$ cat config.mk
export PLATFORM = sky130hd
export DESIGN_NAME = mem_stall_ctrl
export DESIGN_NICKNAME = d
export VERILOG_FILES = /design/src/rtl/mem_stall_ctrl.sv
export SDC_FILE = /design/constraint.sdc
export NUM_CORES = 1
export LEC_CHECK = 0
export ABC_AREA = 1
export CORE_MARGIN = 5
export CORE_UTILIZATION = 37
export CTS_BUF_LIST = sky130_fd_sc_hd__clkbuf_4 sky130_fd_sc_hd__clkbuf_8 sky130_fd_sc_hd__clkbuf_16
export DETAILED_ROUTE_END_ITERATION = 6
export GPL_ROUTABILITY_DRIVEN = 0
export GPL_TIMING_DRIVEN = 0
export PLACE_DENSITY = 0.79
export SLEW_MARGIN = 20
export SYNTH_ARGS = -nofsm -noshare
export SYNTH_HDL_FRONTEND = slang
export SYNTH_SLANG_ARGS = --single-unit
$ cat constraint.sdc
create_clock -name clk -period 1.7 [get_ports clk]
set_clock_uncertainty 0.15 [all_clocks]
set_input_delay 0.51 -clock clk [delete_from_list [all_inputs] [get_ports clk]]
set_output_delay 0.51 -clock clk [all_outputs]
set_load 0.02 [all_outputs]
$ cat src/rtl/mem_stall_ctrl.sv
// rtl/mem_stall_ctrl.sv - EX/MEM memory access stall, bubble and branch-flush controller
// Holds the pipeline while a load/store waits for MemAck, with a bounded wait and sticky timeout flag.

module mem_stall_ctrl #(
    parameter logic [4:0] LOAD_OP  = 5'd7,
    parameter logic [4:0] STORE_OP = 5'd8,
    parameter int         TIMEOUT  = 8
) (
    input  logic       clk,
    input  logic       rst,
    input  logic [4:0] ExMemOpCode,
    input  logic [6:0] ExMemAddress,
    input  logic       ExMemValid,
    input  logic       MemAck,
    input  logic       BranchTaken,
    output logic       MemReq,
    output logic       MemWrite,
    output logic [6:0] MemAddr,
    output logic       PipeEn,
    output logic       FlushIFID,
    output logic       FlushIDEX,
    output logic       BubbleMEMWB,
    output logic [1:0] State,
    output logic       TimeoutErr
);

    typedef enum logic [1:0] {
        ST_IDLE = 2'd0,
        ST_REQ  = 2'd1,
        ST_DONE = 2'd2,
        ST_BAD  = 2'd3
    } state_t;

    localparam logic [3:0] LAST_WAIT = 4'(TIMEOUT - 1);

    state_t     r_state;
    state_t     w_next_state;
    logic [3:0] r_cnt;
    logic       r_pending;
    logic       r_mem_req;
    logic       r_mem_write;
    logic [6:0] r_mem_addr;
    logic       r_timeout_err;

    logic       w_mem_op;
    logic       w_last;
    logic       w_pipe_en;
    logic       w_bubble;
    logic       w_latch;
    logic       w_timeout;
    logic       w_flush;

    assign w_mem_op = ExMemValid &
                      ((ExMemOpCode == LOAD_OP) | (ExMemOpCode == STORE_OP));
    assign w_last   = (r_cnt == LAST_WAIT);

    always_comb begin
        w_next_state = r_state;
        w_pipe_en    = 1'b1;
        w_bubble     = 1'b0;
        w_latch      = 1'b0;
        w_timeout    = 1'b0;
        case (r_state)
            ST_IDLE: begin
                w_pipe_en = ~w_mem_op;
                if (w_mem_op) begin
                    w_next_state = ST_REQ;
                    w_latch      = 1'b1;
                end
            end
            ST_REQ: begin
                w_pipe_en = 1'b0;
                w_bubble  = 1'b1;
                // An ack on the final wait cycle still counts as success.
                if (MemAck) begin
                    w_next_state = ST_DONE;
                end else if (w_last) begin
                    w_next_state = ST_DONE;
                    w_timeout    = 1'b1;
                end
            end
            ST_DONE: begin
                w_next_state = ST_IDLE;
            end
            default: begin
                w_next_state = ST_IDLE;
            end
        endcase
        if (rst) begin
            w_next_state = ST_IDLE;
            w_pipe_en    = 1'b1;
            w_bubble     = 1'b0;
            w_latch      = 1'b0;
            w_timeout    = 1'b0;
        end
    end

    // A branch seen while stalled is replayed as a flush in the DONE cycle.
    assign w_flush = ~rst & ((BranchTaken & w_pipe_en) |
                             ((r_state == ST_DONE) & r_pending));

    always_ff @(posedge clk) begin
        if (rst) begin
            r_state       <= ST_IDLE;
            r_cnt         <= 4'd0;
            r_pending     <= 1'b0;
            r_mem_req     <= 1'b0;
            r_mem_write   <= 1'b0;
            r_mem_addr    <= 7'd0;
            r_timeout_err <= 1'b0;
        end else begin
            r_state   <= w_next_state;
            r_mem_req <= (w_next_state == ST_REQ);
            if (w_latch) begin
                r_mem_addr  <= ExMemAddress;
                r_mem_write <= (ExMemOpCode == STORE_OP);
                r_cnt       <= 4'd0;
            end else if ((r_state == ST_REQ) && !MemAck && !w_last) begin
                r_cnt <= r_cnt + 4'd1;
            end
            if (w_timeout) begin
                r_timeout_err <= 1'b1;
            end
            if (r_state == ST_DONE) begin
                r_pending <= 1'b0;
            end else if (BranchTaken && !w_pipe_en) begin
                r_pending <= 1'b1;
            end
        end
    end

    assign MemReq      = r_mem_req & ~rst;
    assign MemWrite    = r_mem_write;
    assign MemAddr     = r_mem_addr;
    assign PipeEn      = w_pipe_en;
    assign FlushIFID   = w_flush;
    assign FlushIDEX   = w_flush;
    assign BubbleMEMWB = w_bubble;
    assign State       = r_state;
    assign TimeoutErr  = r_timeout_err;

endmodule

==> results.py, run 1 <==
metrics = {
    "finish": {
        "final_cells": 171,
        "drive_above_1_share_pct": 32.6,
        "area_delta_synth_final_pct": 61.5,
        "multi_input_area_um2": 414,
        "layout.nets": 163,
        "regArea_um2": 345,
        "fillers": 199,
        "antenna_cells": 0,
    },
    "routing": {
        "routed_wl_um": 1900,
        "vias": 792,
        "dr.pass1.iters": 2,
        "wire_per_inst_um": 11.1,
        "ant_nets": 0,
        "drt-vias-per-instance": 4.63,
        "drc": 0,
        "drt_iter0_drc": 1,
    },
    "placed_design": {
        "place_hpwl_um": 1390,
        "placed_cells": 161,
        "numPortBuffers": 31,
    },
    "min_path": {
        "min_path_type": "input pin to flip-flop",
        "hold_depth": 2,
        "hold_end": "State[0]$_SDFF_PP0_",
        "hold_start": "rst",
    },
    "synth": {
        "syn_area_per_cell_um2": 7.67,
        "synth_most_common_cell": "inv_1",
        "synth_top_area_cell": "dfxtp_1",
        "synth_seq_cells": 17,
        "ys_top_cells_by_area": "dfxtp_1 (43%), nand3_1 (9.5%), inv_1 (9.0%), a21oi_1 (5.1%), o21ai_1 (5.1%)",
        "ys_seq_area_share_pct": 43.1,
        "synth-edff-count": 0,
        "synth_common_cells": "inv_1 (19), dfxtp_1 (17), nand3_1 (15), nand2_1 (9)",
        "syn_nets": 121,
        "ys_types": 22,
        "syn_area_um2": 790,
        "synthCells": 103,
        "synthFlopType": "dfxtp_1",
        "synth_top_cell_area_share_pct": 43.1,
        "ys_async_sr_fraction_pct": 0,
        "yosysWarnings": 0,
    },
    "clock_network": {
        "clock_latency_ns": 0.28,
        "cts_made_buffers": 3,
        "clkTransAtPathRegs_ns": 0.09,
        "clockBufferDepth": 2,
        "cts_hold_buffers": 0,
        "cts_htree_levels": 1,
        "cts-root-buf": "clkbuf_4",
        "cts.sink_count": 17,
        "cts_tree": "yes",
    },
    "die": {
        "die_x_um": 56.2,
        "die_h_um": 56.2,
        "initial_core_util_pct": 39.4,
        "placement_rows": 16,
        "dieArea_um2": 3160,
        "core_area_um2": 2000,
        "ios": 33,
    },
    "run_status": {
        "violations": "setup timing",
        "status": "finished with violations",
    },
    "grt": {
        "grt_pass1_vias": 781,
        "grt_max_degree": 11,
        "grt_pass1_wl_um": 3310,
        "grt_overflow_total": 0,
        "antenna_found_initial": 0,
        "grt_usage_pct": 13.1,
    },
    "worst_setup_path": {
        "cp.arrival_ns": 1.38,
        "worst_ep_required_time_ns": 1.04,
        "r2r_end": "r_cnt[2]$_SDFFE_PP0P_",
        "worstSetupStartpointType": "input pin",
        "r2r_slack_ns": 0.17,
        "regToRegStartpoint": "r_cnt[0]$_SDFFE_PP0P_",
        "reg2regPathDepth": 7,
        "worstPathMaxFanout": 3,
        "path_class": "input pin to output port",
        "endpoint_kind": "output port",
    },
    "power_and_ir_drop": {
        "ir_drop_v": 0.000371,
        "p_leak_nw": 0.587,
        "power_density_nw_per_um2": 583,
    },
    "timing": {
        "maxSlewHeadroom_pct": 80.9,
        "setup_viol": 3,
        "final.min_clock_period_ns": 2.04,
        "period_share_pct": 120,
        "whs_ns": 0.280,
        "worstMarginPinSlew_ns": 0.284,
        "finalHoldViolations": 0,
        "final_max_slew_viol_count": 0,
        "rsz0062_at_grt": "true",
        "worst_slack_ns": -0.342,
        "fmax_mhz": 490,
    },
    "flow_run": {
        "drv_cap": 0,
    },
}
-- where the power goes --
| part | total [mW] | leakage [nW] | internal, mW | switching [mW] |
|---|---|---|---|---|
| clock | 0.228 | 0.0184 | 0.107 | 0.121 |
| combinational | 0.112 | 0.430 | 0.0577 | 0.0547 |
| sequential | 0.403 | 0.138 | 0.400 | 0.00234 |
| total | 0.743 | 0.587 | 0.565 | 0.178 |
-- layout make-up --
class | instances | share of cell area [%]
Sequential cell | 17 | 27.1
Tap cell | 27 | 2.65
Inverter | 21 | 6.58
Buffer | 3 | 2.65
Clock buffer | 4 | 2.36
Multi-Input combinational cell | 62 | 32.5
Timing Repair Buffer | 37 | 26.2
-- per-layer routing --
layer	wire, um	GRT usage, %	vias up
met2	855	20.9	25
met4	40	7.12	0
met5	0	0	-
met1	825	14.6	351
li1	-	-	411
met3	180	5.34	5
-- how the worst max path moves through the flow --
| stage | startpoint | slack (ns) | cells after the start | end |
|---|---|---|---|---|
| final | ExMemOpCode[1] | -0.34 | 9 | FlushIFID |
| after global placement | ExMemOpCode[1] | -1.27 | 9 | FlushIFID |
| after global routing | State[1]$_SDFF_PP0_ | -0.41 | 6 | FlushIFID |
| after CTS | ExMemOpCode[3] | -0.32 | 10 | FlushIFID |
| after floorplan | ExMemOpCode[0] | -0.23 | 8 | FlushIFID |
| after detailed placement | ExMemOpCode[1] | -1.28 | 9 | FlushIFID |
-- sequential cells by signal, summed over array words and instances (netlist names) --
register    flops
MemWrite        1
MemAddr         7
r_mem_req       1
r_cnt           4
State           2
TimeoutErr      1
r_pending       1
-- layout by cell type (no fill, tap or decap), drive strengths merged --
master	instances
inv	19
buf	18
dfxtp	17
nand3	16
dlygate4sd2	12
nand2	11
nor2	10
o21ai	9
clkdlybuf4s50	8
a21oi	8
clkbuf	4
nand4	2
xor2	2
clkinv	2
clkdlybuf4s15	2
nor3	1
xnor2	1
a31oi	1
ha	1
-- metrics by stage --
stage	instance area (um2)	power [mW]	utilization (%)	setup WS, ns	setup TNS (ns)
2_1_floorplan	842	0.462	-	-0.234	-0.338
3_3_place_gp	1190	0.519	59.3	-1.27	-8.13
3_5_place_dp	1190	0.521	59.3	-1.28	-8.61
4_1_cts	1250	0.743	62.3	-0.322	-0.798
5_1_grt	1270	0.774	63.7	-0.408	-1.09
6_report	1270	0.743	63.7	-0.342	-0.835
-- logic make-up after synthesis --
group                    after synthesis  synth area share (%)
flip-flops                            17                  43.1
adder cells (fa/ha/maj)                1                  1.58
AND/OR/NAND/NOR                       40                  27.3
XOR/XNOR                               3                  3.33
AO/OA/AOI/OAI                         18                  11.6
buffers and inverters                 24                  13.2
-- what timing repair did --
item	in CTS	in global routing
setup endpoints to repair	24	6
hold endpoints to repair	0	0
pin swaps	8	1
resized for setup	71	4
buffers inserted	4	2
-- worst max-delay path: stages --
cell     delay (ns)
buf_2          0.13
nor2_4         0.08
nand3_2        0.11
nand2_4        0.10
nand3_2        0.08
nand3_2        0.09
a21oi_4        0.06
buf_6          0.11
buf_6          0.12
No activity file was read; power rests on OpenSTA's default activity.
==> inputs of run 2 (changes only) <==
--- a/config.mk
+++ b/config.mk
@@ -5,14 +5,14 @@
 export SDC_FILE = /design/constraint.sdc
 export NUM_CORES = 1
 export LEC_CHECK = 0
-export ABC_AREA = 1
+export ABC_AREA = 0
 export CORE_MARGIN = 5
 export CORE_UTILIZATION = 37
 export CTS_BUF_LIST = sky130_fd_sc_hd__clkbuf_4 sky130_fd_sc_hd__clkbuf_8 sky130_fd_sc_hd__clkbuf_16
 export DETAILED_ROUTE_END_ITERATION = 6
 export GPL_ROUTABILITY_DRIVEN = 0
 export GPL_TIMING_DRIVEN = 0
-export PLACE_DENSITY = 0.79
+export PLACE_DENSITY = 0.78
 export SLEW_MARGIN = 20
 export SYNTH_ARGS = -nofsm -noshare
 export SYNTH_HDL_FRONTEND = slang
==> constraint.sdc (replaced) <==
create_clock -name clk -period 1.9 [get_ports clk]
set_clock_uncertainty 0.15 [all_clocks]
set_input_delay 0.57 -clock clk [delete_from_list [all_inputs] [get_ports clk]]
set_output_delay 0.57 -clock clk [all_outputs]
set_load 0.02 [all_outputs]
==> run 2 against run 1 <==
- the run still ends with setup timing left
- utilization fell by 2.1 points
- critical path depth is 2 lower
- combinational power shrank 21%
- sequential share of layout area is 1.7 points higher
- non-clock buffer count is 1 lower
- area after synthesis fell by 6.3%
- final cell count fell by 17%
- worst setup slack worse by 0.42 ns
- largest power group unchanged
==> results.py, run 2 <==
metrics = {
    "run_status": {
        "status": "finished with violations",
        "violations": "setup timing",
    },
    "min_path": {
        "min_path_type": "flip-flop to flip-flop",
        "hold_depth": 2,
        "hold_start": "TimeoutErr$_SDFFE_PP0P_",
        "hold_end": "TimeoutErr$_SDFFE_PP0P_",
    },
    "finish": {
        "final_cell_area_um2": 1200,
        "final_util_pct": 61.6,
        "layout.nets": 134,
        "regArea_um2": 344,
        "multi_input_area_um2": 414,
        "drive_above_1_share_pct": 34.8,
        "final_cells": 142,
        "area_delta_synth_final_pct": 61.8,
        "antenna_cells": 0,
        "fillers": 178,
        "largest_register_ffs": 7,
        "final_common_cell": "dfxtp_1",
        "most-common-layout-cells": "dfxtp_1 (16), clkdlybuf4s50_1 (11), dlygate4sd2_1 (11), buf_6 (8), nor2_1 (7)",
    },
    "worst_setup_path": {
        "worst_ep_required_time_ns": 1.18,
        "worstSetupStartpointType": "input pin",
        "regToRegStartpoint": "State[0]$_SDFF_PP0_",
        "worstPathMaxFanout": 2,
        "cpMaxStageDelayCell": "or4b_4",
        "cpMostUsedCell": "buf_6",
        "cp.arrival_ns": 1.94,
        "path_class": "input pin to output port",
        "max_stage_delay_ns": 0.53,
        "path_cells": "buf_6 -> or4b_4 -> a211o_4 -> nand3b_1 -> a21oi_2 -> buf_4 -> buf_6",
        "endpoint_kind": "output port",
        "r2r_end": "r_cnt[0]$_SDFFE_PP0P_",
        "worstSetupStartpoint": "ExMemOpCode[0]",
        "reg2regPathDepth": 5,
        "r2r_slack_ns": 0.24,
    },
    "synth": {
        "synth-edff-count": 0,
        "syn_nets": 93,
        "synthFlopType": "dfxtp_1",
        "synth_top_area_cell": "dfxtp_1",
        "synth_seq_cells": 17,
        "ys_types": 27,
        "synth_top_cell_area_share_pct": 46.0,
        "ys_top_cells_by_area": "dfxtp_1 (46%), a22o_2 (9.5%), nor2_1 (4.1%), xor2_1 (3.6%), inv_1 (3.0%)",
        "syn_area_um2": 739,
        "syn_area_per_cell_um2": 9.86,
        "synth_most_common_cell": "dfxtp_1",
        "ys_async_sr_fraction_pct": 0,
        "synth_common_cells": "dfxtp_1 (17), nor2_1 (8), a22o_2 (7), inv_1 (6)",
        "synthCells": 75,
        "ys_seq_area_share_pct": 46.0,
        "yosysWarnings": 0,
    },
    "placed_design": {
        "place_hpwl_um": 1350,
        "post-place-ws_ns": -1.60,
        "placed_cells": 134,
        "numPortBuffers": 32,
        "place_area_um2": 1100,
    },
    "power_and_ir_drop": {
        "power_frac_comb_pct": 13.4,
        "swShare_pct": 22.8,
        "ir_drop_v": 0.000369,
        "power_density_nw_per_um2": 547,
        "p_sw_uw": 150,
        "power_frac_clock_pct": 31.5,
        "p_leak_nw": 0.562,
        "seq_power_share_pct": 55.0,
        "p_int_uw": 505,
    },
    "die": {
        "ios": 33,
        "dieArea_um2": 2990,
        "placement_rows": 16,
        "core_area_um2": 1940,
        "die_x_um": 54.7,
        "die_h_um": 54.7,
        "initial_core_util_pct": 38.1,
    },
    "timing": {
        "period_share_pct": 140,
        "fmax_mhz": 376,
        "worst_slack_ns": -0.762,
        "final_max_slew_viol_count": 0,
        "setup_viol": 18,
        "final.min_clock_period_ns": 2.66,
        "final.setup.tns_ns": -6.99,
        "finalHoldViolations": 0,
        "rsz0062_at_grt": "true",
        "maxSlewHeadroom_pct": 69.8,
        "worstMarginPinSlew_ns": 0.452,
    },
    "routing": {
        "wire_per_inst_um": 12.7,
        "ant_nets": 0,
        "drc": 0,
        "drt_iter0_drc": 5,
        "dr.pass1.iters": 4,
        "routed_wl_um": 1800,
        "vias": 682,
        "drt-vias-per-instance": 4.80,
    },
    "clock_network": {
        "clkTransAtPathRegs_ns": 0.10,
        "cts-root-buf": "clkbuf_4",
        "cts_htree_levels": 1,
        "cts.sink_count": 17,
        "cts_made_buffers": 3,
        "cts_hold_buffers": 0,
        "clock_latency_ns": 0.29,
        "clockBufferDepth": 2,
        "cts_tree": "yes",
    },
    "grt": {
        "grt_overflow_total": 0,
        "grt_pass1_vias": 754,
        "grt_usage_pct": 14.9,
        "antenna_found_initial": 0,
        "grt_max_degree": 11,
        "grt_pass1_wl_um": 3170,
    },
    "flow_run": {
        "drv_cap": 0,
    },
}
[run 2: cell count changes after synthesis, sizes merged, moves of 3 or more]
cell,before,now
inv,19,6
nand3,16,3
nand2,11,2
a22o,0,8
o21ai,9,4
a21oi,8,4
and2,0,3
[run 2: power by group through the flow]
stage / Clock, mW / Sequential, mW / Combinational [mW]
after floorplan: 0 / 0.372 / 0.0281
after global placement: 0 / 0.369 / 0.0820
after detailed placement: 0 / 0.369 / 0.0838
after CTS: 0.212 / 0.361 / 0.0870
after global routing: 0.226 / 0.361 / 0.0940
final: 0.206 / 0.360 / 0.0880
[run 2: metrics by stage]
step                      power (mW)  hold slack (ns)
final                          0.654            0.318
after global routing           0.681            0.345
after CTS                      0.660            0.326
after detailed placement       0.453            0.306
after global placement         0.451            0.298
after floorplan                0.400            0.299
[run 2: final cells by class]
cell class / instances / share of cell area (%)
buffer: 2 / 1.57
clock buffer: 4 / 2.51
inverter: 6 / 1.88
multi-input combinational: 49 / 34.6
sequential: 17 / 28.8
tap: 27 / 2.82
timing repair buffer: 37 / 27.8
[run 2: routing by layer]
metal | part of all wire, % | GRT usage [%] | vias to the layer above
met2 | 50 | 25.6 | 25
met3 | 7.2 | 4.63 | 2
li1 | - | - | 348
met5 | 0 | 0 | -
met1 | 43 | 16.2 | 307
met4 | 0.39 | 7.47 | 0
[run 2: how the worst max path moves through the flow]
stage,end,slack [ns],cells after the start
global placement,FlushIFID,-1.57,7
global route,FlushIFID,-0.81,7
detailed placement,FlushIFID,-1.60,7
floorplan,FlushIFID,-0.67,5
finish,FlushIFID,-0.76,7
CTS,FlushIFID,-0.79,7
[run 2: cell families after synthesis]
| family | share of synthesized area [%] |
|---|---|
| AO/OA/AOI/OAI | 23.2 |
| XOR/XNOR | 3.55 |
| adder cells (fa/ha/maj) | 1.69 |
| buffers and inverters | 5.24 |
| flip-flops | 46.0 |
| AND/OR/NAND/NOR | 20.3 |
[run 2: worst max-delay path: cells and delay by family]
| family | cells | cell delay (ns) |
|---|---|---|
| AOI/OAI and AO/OA | 2 | 0.40 |
| buffers and inverters | 3 | 0.35 |
| and+or+nand+nor | 2 | 0.62 |
[run 2: timing repair]
item,CTS,global route
pin swaps,13,10
setup buffers,5,0
setup endpoints to repair,31,20
cloned,0,0
gates resized for setup,68,11
==> inputs of run 3 (changes only) <==
--- a/config.mk
+++ b/config.mk
@@ -6,6 +6,7 @@
 export NUM_CORES = 1
 export LEC_CHECK = 0
 export ABC_AREA = 0
+export CAP_MARGIN = 40
 export CORE_MARGIN = 5
 export CORE_UTILIZATION = 37
 export CTS_BUF_LIST = sky130_fd_sc_hd__clkbuf_4 sky130_fd_sc_hd__clkbuf_8 sky130_fd_sc_hd__clkbuf_16
==> results of run 3 <==
Final layout, timing and power as in run 2 (identical DEF).
